==> src/rtl/iter_mult_pkg.sv <==
// Shared types and helpers for the iterative radix-4 Booth multiplier.
// FSM state encodings, Booth digit operations and the digit-counter width helper.
package iter_mult_pkg;

    // FSM state encodings
    localparam logic [1:0] ST_IDLE = 2'd0;
    localparam logic [1:0] ST_RUN  = 2'd1;
    localparam logic [1:0] ST_DONE = 2'd2;

    // Radix-4 Booth digit operations
    typedef enum logic [2:0] {
        BOOTH_ZERO = 3'd0,
        BOOTH_POS1 = 3'd1,
        BOOTH_POS2 = 3'd2,
        BOOTH_NEG1 = 3'd3,
        BOOTH_NEG2 = 3'd4
    } booth_op_t;

    // Bits needed to count digits 0..iter-1 (at least one bit)
    function automatic int cnt_width(input int iter);
        int w;
        w = $clog2(iter);
        if (w < 1) begin
            w = 1;
        end
        return w;
    endfunction

endpackage

==> src/rtl/iter_booth_mult_digit_sel.sv <==
// booth_digit_sel: recodes one radix-4 Booth digit from three multiplier bits
// and produces the partial product as select/invert of the multiplicand.
// Negative digits are returned ones-complemented with cin=1, so the carry-in
// of the accumulator adder completes the two's complement negation.
module booth_digit_sel
    import iter_mult_pkg::*;
#(
    parameter int AW = 18
) (
    input  logic [2:0]    bits,
    input  logic [AW-1:0] mcand,
    output logic [AW-1:0] pp,
    output logic          cin
);

    booth_op_t     op_s;
    logic          sel_one_s;
    logic          sel_two_s;
    logic          neg_s;
    logic [AW-1:0] mag_s;

    // Recode {b[2k+1], b[2k], b[2k-1]} into a digit in {-2,-1,0,+1,+2}
    always_comb begin
        op_s = BOOTH_ZERO;
        case (bits)
            3'b000:  op_s = BOOTH_ZERO;
            3'b001:  op_s = BOOTH_POS1;
            3'b010:  op_s = BOOTH_POS1;
            3'b011:  op_s = BOOTH_POS2;
            3'b100:  op_s = BOOTH_NEG2;
            3'b101:  op_s = BOOTH_NEG1;
            3'b110:  op_s = BOOTH_NEG1;
            3'b111:  op_s = BOOTH_ZERO;
            default: op_s = BOOTH_ZERO;
        endcase
    end

    assign sel_one_s = (op_s == BOOTH_POS1) || (op_s == BOOTH_NEG1);
    assign sel_two_s = (op_s == BOOTH_POS2) || (op_s == BOOTH_NEG2);
    assign neg_s     = (op_s == BOOTH_NEG1) || (op_s == BOOTH_NEG2);

    // and2 select of A or 2A, then xor2 conditional inversion
    assign mag_s = ({AW{sel_one_s}} & mcand) | ({AW{sel_two_s}} & {mcand[AW-2:0], 1'b0});
    assign pp    = mag_s ^ {AW{neg_s}};
    assign cin   = neg_s;

endmodule

==> src/rtl/iter_booth_mult.sv <==
// iter_booth_mult: multi-cycle radix-4 Booth multiplier, one digit per clock.
// Handshaked input (in_valid/in_ready) and output (out_valid/out_ready).
// Optional feature macro: ITER_MULT_ACC_EN adds port c and computes a*b+c.
// The multiplicand register shifts left by two each digit so the partial
// product lands at weight 4^k; the multiplier register shifts right by two.
module iter_booth_mult
    import iter_mult_pkg::*;
#(
    parameter int WIDTH = 32
) (
    input  logic                 clk,
    input  logic                 rst,
    input  logic                 in_valid,
    output logic                 in_ready,
    input  logic                 in_signed,
    input  logic [WIDTH-1:0]     a,
    input  logic [WIDTH-1:0]     b,
`ifdef ITER_MULT_ACC_EN
    input  logic [2*WIDTH-1:0]   c,
`endif
    output logic                 out_valid,
    input  logic                 out_ready,
    output logic [2*WIDTH-1:0]   p
);

    localparam int ITER = WIDTH / 2 + 1;
    localparam int AW   = 2 * WIDTH + 2;
    localparam int EW   = WIDTH + 2;
    localparam int CW   = cnt_width(ITER);

    generate
        if ((WIDTH % 2) != 0 || WIDTH < 4) begin : g_bad_width
            $error("iter_booth_mult: WIDTH must be even and >= 4");
        end
    endgenerate

    logic [1:0]         state_r;
    logic [CW-1:0]      cnt_r;
    logic [AW-1:0]      mcand_r;
    logic [EW:0]        mult_r;
    logic [AW-1:0]      acc_r;
    logic [2*WIDTH-1:0] p_r;
    logic               in_ready_r;
    logic               out_valid_r;

    logic [AW-1:0]      a_ext_s;
    logic [EW-1:0]      b_ext_s;
    logic [AW-1:0]      acc_init_s;
    logic [AW-1:0]      pp_s;
    logic               cin_s;
    logic [AW-1:0]      acc_sum_s;
    logic               last_digit_s;

    // Sign- or zero-extend operands for the capture edge
    always_comb begin
        if (in_signed) begin
            a_ext_s = {{(AW-WIDTH){a[WIDTH-1]}}, a};
            b_ext_s = {{(EW-WIDTH){b[WIDTH-1]}}, b};
        end else begin
            a_ext_s = {{(AW-WIDTH){1'b0}}, a};
            b_ext_s = {{(EW-WIDTH){1'b0}}, b};
        end
    end

`ifdef ITER_MULT_ACC_EN
    assign acc_init_s = {2'b00, c};
`else
    assign acc_init_s = {AW{1'b0}};
`endif

    booth_digit_sel #(
        .AW (AW)
    ) u_digit_sel (
        .bits  (mult_r[2:0]),
        .mcand (mcand_r),
        .pp    (pp_s),
        .cin   (cin_s)
    );

    assign acc_sum_s    = acc_r + pp_s + {{(AW-1){1'b0}}, cin_s};
    assign last_digit_s = (cnt_r == CW'(ITER - 1));

    // FSM, operand shift registers, accumulator and registered handshake outputs
    always_ff @(posedge clk or posedge rst) begin
        if (rst) begin
            state_r     <= ST_IDLE;
            cnt_r       <= {CW{1'b0}};
            mcand_r     <= {AW{1'b0}};
            mult_r      <= {(EW+1){1'b0}};
            acc_r       <= {AW{1'b0}};
            p_r         <= {(2*WIDTH){1'b0}};
            in_ready_r  <= 1'b1;
            out_valid_r <= 1'b0;
        end else begin
            case (state_r)
                ST_IDLE: begin
                    if (in_valid) begin
                        mcand_r    <= a_ext_s;
                        mult_r     <= {b_ext_s, 1'b0};
                        acc_r      <= acc_init_s;
                        cnt_r      <= {CW{1'b0}};
                        in_ready_r <= 1'b0;
                        state_r    <= ST_RUN;
                    end else begin
                        in_ready_r <= 1'b1;
                    end
                end
                ST_RUN: begin
                    acc_r   <= acc_sum_s;
                    mcand_r <= {mcand_r[AW-3:0], 2'b00};
                    mult_r  <= {2'b00, mult_r[EW:2]};
                    cnt_r   <= cnt_r + CW'(1);
                    if (last_digit_s) begin
                        p_r         <= acc_sum_s[2*WIDTH-1:0];
                        out_valid_r <= 1'b1;
                        state_r     <= ST_DONE;
                    end else begin
                        out_valid_r <= 1'b0;
                    end
                end
                ST_DONE: begin
                    if (out_ready) begin
                        out_valid_r <= 1'b0;
                        in_ready_r  <= 1'b1;
                        state_r     <= ST_IDLE;
                    end else begin
                        out_valid_r <= 1'b1;
                    end
                end
                default: begin
                    state_r     <= ST_IDLE;
                    in_ready_r  <= 1'b1;
                    out_valid_r <= 1'b0;
                end
            endcase
        end
    end

    assign in_ready  = in_ready_r;
    assign out_valid = out_valid_r;
    assign p         = p_r;

endmodule
==> config.mk <==
export PLATFORM = sky130hd
export DESIGN_NAME = iter_booth_mult
export DESIGN_NICKNAME = d
export VERILOG_FILES = /design/src/rtl/iter_mult_pkg.sv /design/src/rtl/iter_booth_mult_digit_sel.sv /design/src/rtl/iter_booth_mult.sv
export SDC_FILE = /design/constraint.sdc
export NUM_CORES = 1
export LEC_CHECK = 0
export ABC_CLOCK_PERIOD_IN_PS = 21900
export CAP_MARGIN = 5
export CORE_MARGIN = 2
export CORE_UTILIZATION = 30
export DETAILED_ROUTE_END_ITERATION = 10
export SYNTH_ARGS = -nofsm -noshare
export SYNTH_HDL_FRONTEND = slang
export SYNTH_SLANG_ARGS = --single-unit
==> constraint.sdc <==
create_clock -name clk -period 21.9 [get_ports clk]
set_clock_uncertainty 0.1 [all_clocks]
set_input_delay 4.38 -clock clk [delete_from_list [all_inputs] [get_ports clk]]
set_output_delay 4.38 -clock clk [all_outputs]
set_load 0.02 [all_outputs]
==> impl_metrics.env <==
export IMPL_min_period_ns=6.92
export IMPL_synth_cell_type_count=78
export IMPL_place_gp_congestion=0.876
export IMPL_first_global_vias=11500
export IMPL_start_util=0.305
export IMPL_clock_sinks=235
export IMPL_synth_ff_type="dfrtp_1"
export IMPL_fin_tns_setup_ns=0
export IMPL_drc_errors=0
export IMPL_fp_dieH_um=222
export IMPL_cts_tree="built"
export IMPL_cts_hold_buf=0
export IMPL_r2r_slack_ns=15.97
export IMPL_insertion_delay_ns=0.56
export IMPL_fmax_ghz=0.144
export IMPL_rsz0062_at_grt="no"
export IMPL_cts_resized_gates=0
export IMPL_synth_area_um2=14300
export IMPL_maxSlewViolCount=0
export IMPL_vias=11600
export IMPL_first_pass_iters=6
export IMPL_avgRoutedWirePerCell_um=17.1
export IMPL_rows=79
export IMPL_drive_gt1_frac=0.0533
export IMPL_ys_ff_latch=235
export IMPL_critical_path_class="input pin to flop"
export IMPL_synth_edf_count=0
export IMPL_nFillCells=4659
export IMPL_relSlewSlack=0.213
export IMPL_r2r_start="mult_r[1]"
export IMPL_yosys_area_top_type_share=0.411
export IMPL_portBuffers=134
export IMPL_n_antenna_cell=0
export IMPL_drt_iter0_drc=688
export IMPL_grtUsageTotal=0.154
export IMPL_synthArstFlopShare=1.00
export IMPL_die_w_um=222
export IMPL_overflow=0
export IMPL_cp_arrival_ns=7.29
export IMPL_antenna_found_initial=1
export IMPL_syn2layout_area_growth_pct=19.5
export IMPL_synthesis_nets=1689
export IMPL_final_nets=1757
export IMPL_cts_htree_levels=1
export IMPL_regArea_um2=5880
export IMPL_vias_per_cell=5.16
export IMPL_r2r_end="acc_r[63]"
export IMPL_ant_nets=0
export IMPL_critPathMaxFanout=124
export IMPL_core_um2=46800
export IMPL_hp_start="p[32]"
export IMPL_finalWirelength_um=38300
export IMPL_synth_seq_area_share=0.412
export IMPL_dp_hpwl_um=27800
export IMPL_ctsRootBufferMaster="clkbuf_16"
export IMPL_endpoint_kind="flop"
export IMPL_clock_path_buffers=3
export IMPL_yosys_area_top_type="dfrtp_1"
export IMPL_worstHoldPathCells=2
export IMPL_synthCells=1544
export IMPL_io_pins=135
export IMPL_holdPathEnd="p[32]"
export IMPL_yosys_warnings=0
export IMPL_grt_max_degree=125
export IMPL_required_ns=22.27
export IMPL_tightestPinTransition_ns=1.18
export IMPL_post_cts_buffers=0
export IMPL_grt_pass1_wl_um=63400
export IMPL_cts_buffers=27
export IMPL_avgSynthCellArea_um2=9.24
export IMPL_rr_worst_depth=17
export IMPL_multi_input_area_um2=7930
export IMPL_hold_viol=0
export IMPL_timing_max_cap_violations=0
export IMPL_clk_pin_slew_ns=0.06
export IMPL_die_area_um2=49300
export IMPL_startpoint_type="input pin"
export IMPL_finalCritPeriodShare=0.316
export IMPL_synth_top_cells_by_area="dfrtp_1 41%, nand2_1 7.1%, ha_1 6.6%"
export IMPL_setup_viol=0
export IMPL_hp_class="flop to flop"
export IMPL_status="finished, final reports clean"
## worst max path at each step
stage	from	to	slack, ns	cells past startpoint
after floorplan	rst	acc_r[0]	10.98	1
after global placement	in_valid	acc_r[0]	14.54	7
after detailed placement	in_valid	mcand_r[30]	14.46	6
after CTS	in_valid	acc_r[0]	15.05	7
after global routing	in_valid	acc_r[0]	14.79	7
final	in_valid	acc_r[0]	14.98	7
## cell usage after synthesis, types with 5 or more instances
cell type	number
xnor2_1	98
a221o_1	33
a21o_1	34
ha_1	75
xor2_1	31
o31ai_1	9
buf_2	9
o22ai_1	9
mux2i_1	54
buf_1	12
a31oi_1	5
nor3_1	14
nand4_1	20
or3_1	5
and3_1	6
clkbuf_1	85
a22oi_1	64
a21oi_1	77
o21a_1	13
nor2_1	64
a22o_1	50
dfrtp_1	234
nand3_1	13
nand2b_1	11
o21ai_1	8
inv_1	28
mux2_2	6
a211oi_1	5
o21ai_0	124
o21bai_1	14
nand2_1	269
## per-stage QoR
step | area, um2 | std cells | hold WS (ns) | utilization | worst slack, ns
floorplan | 14300 | 1544 | 0.350 | - | 10.98
global placement | 16100 | 2190 | 0.361 | 0.345 | 14.54
detailed placement | 16100 | 2190 | 0.366 | 0.345 | 14.46
CTS | 17000 | 2239 | 0.381 | 0.364 | 15.05
global route | 17000 | 2239 | 0.400 | 0.364 | 14.79
finish | 17000 | 2239 | 0.374 | 0.364 | 14.98
## cell families (layout without fill, tap and decap cells)
kind of cell | count (synthesis) | count (layout) | synth area share
mux | 60 | 60 | 0.0426
xor+xnor | 129 | 129 | 0.0792
fa+ha+maj | 76 | 76 | 0.0672
simple gates | 423 | 423 | 0.127
buf+inv | 135 | 223 | 0.0364
flops | 235 | 235 | 0.412
compound gates | 486 | 486 | 0.235
## flip-flops by register name, summed over array words and instances (netlist names)
| name | count |
|---|---|
| acc_r | 64 |
| state_r | 2 |
| cnt_r | 5 |
| mcand_r | 64 |
| mult_r | 34 |
| in_ready | 1 |
| p | 64 |
| out_valid | 1 |
## worst max-delay path: stages
cell and delay, ns:
clkdlybuf4s50_1 0.45, nand2b_1 0.25, o21ai_4 0.09, buf_4 0.80, buf_4 0.86, o21ai_0 0.20, o31ai_1 0.10
## cell type report
type	instances	share of cell area
multi-input combinational	1174	0.465
sequential	235	0.345
timing repair buffer	146	0.0840
clock buffer	37	0.0454
tap	607	0.0446
clock inverter	12	0.00911
inverter	28	0.00661
## cells in the final DEF (no fill, tap or decap), drive strengths merged, types with 5 or more instances in the layout
cell type and instances:
clkinv 5, o21bai 14, a211oi 6, inv 30
xor2 31, nand2 269, o21a 13, o22ai 9
nand4 20, nand3 13, mux2 6, nor3 15
xnor2 98, ha 75, mux2i 54, a221o 33
nand2b 11, nor2 65, a21oi 78, or3 5
o31ai 11, clkdlybuf4s50 134, buf 12, clkbuf 37
dfrtp 234, and3 6, o21ai 132, a21o 34
a22o 50, a31oi 6, a22oi 64
## per-layer routing
metal	global-route usage	vias to the layer above	share of wire
met2	0.242	262	0.44
met3	0.0239	42	0.048
met5	0	-	0.00031
met1	0.223	5547	0.49
li1	-	5699	-
met4	0.0357	2	0.016
Power is left out: the tool's default activity adds up to more than one toggle a clock period on the data nets, which glitch-free logic cannot reach.
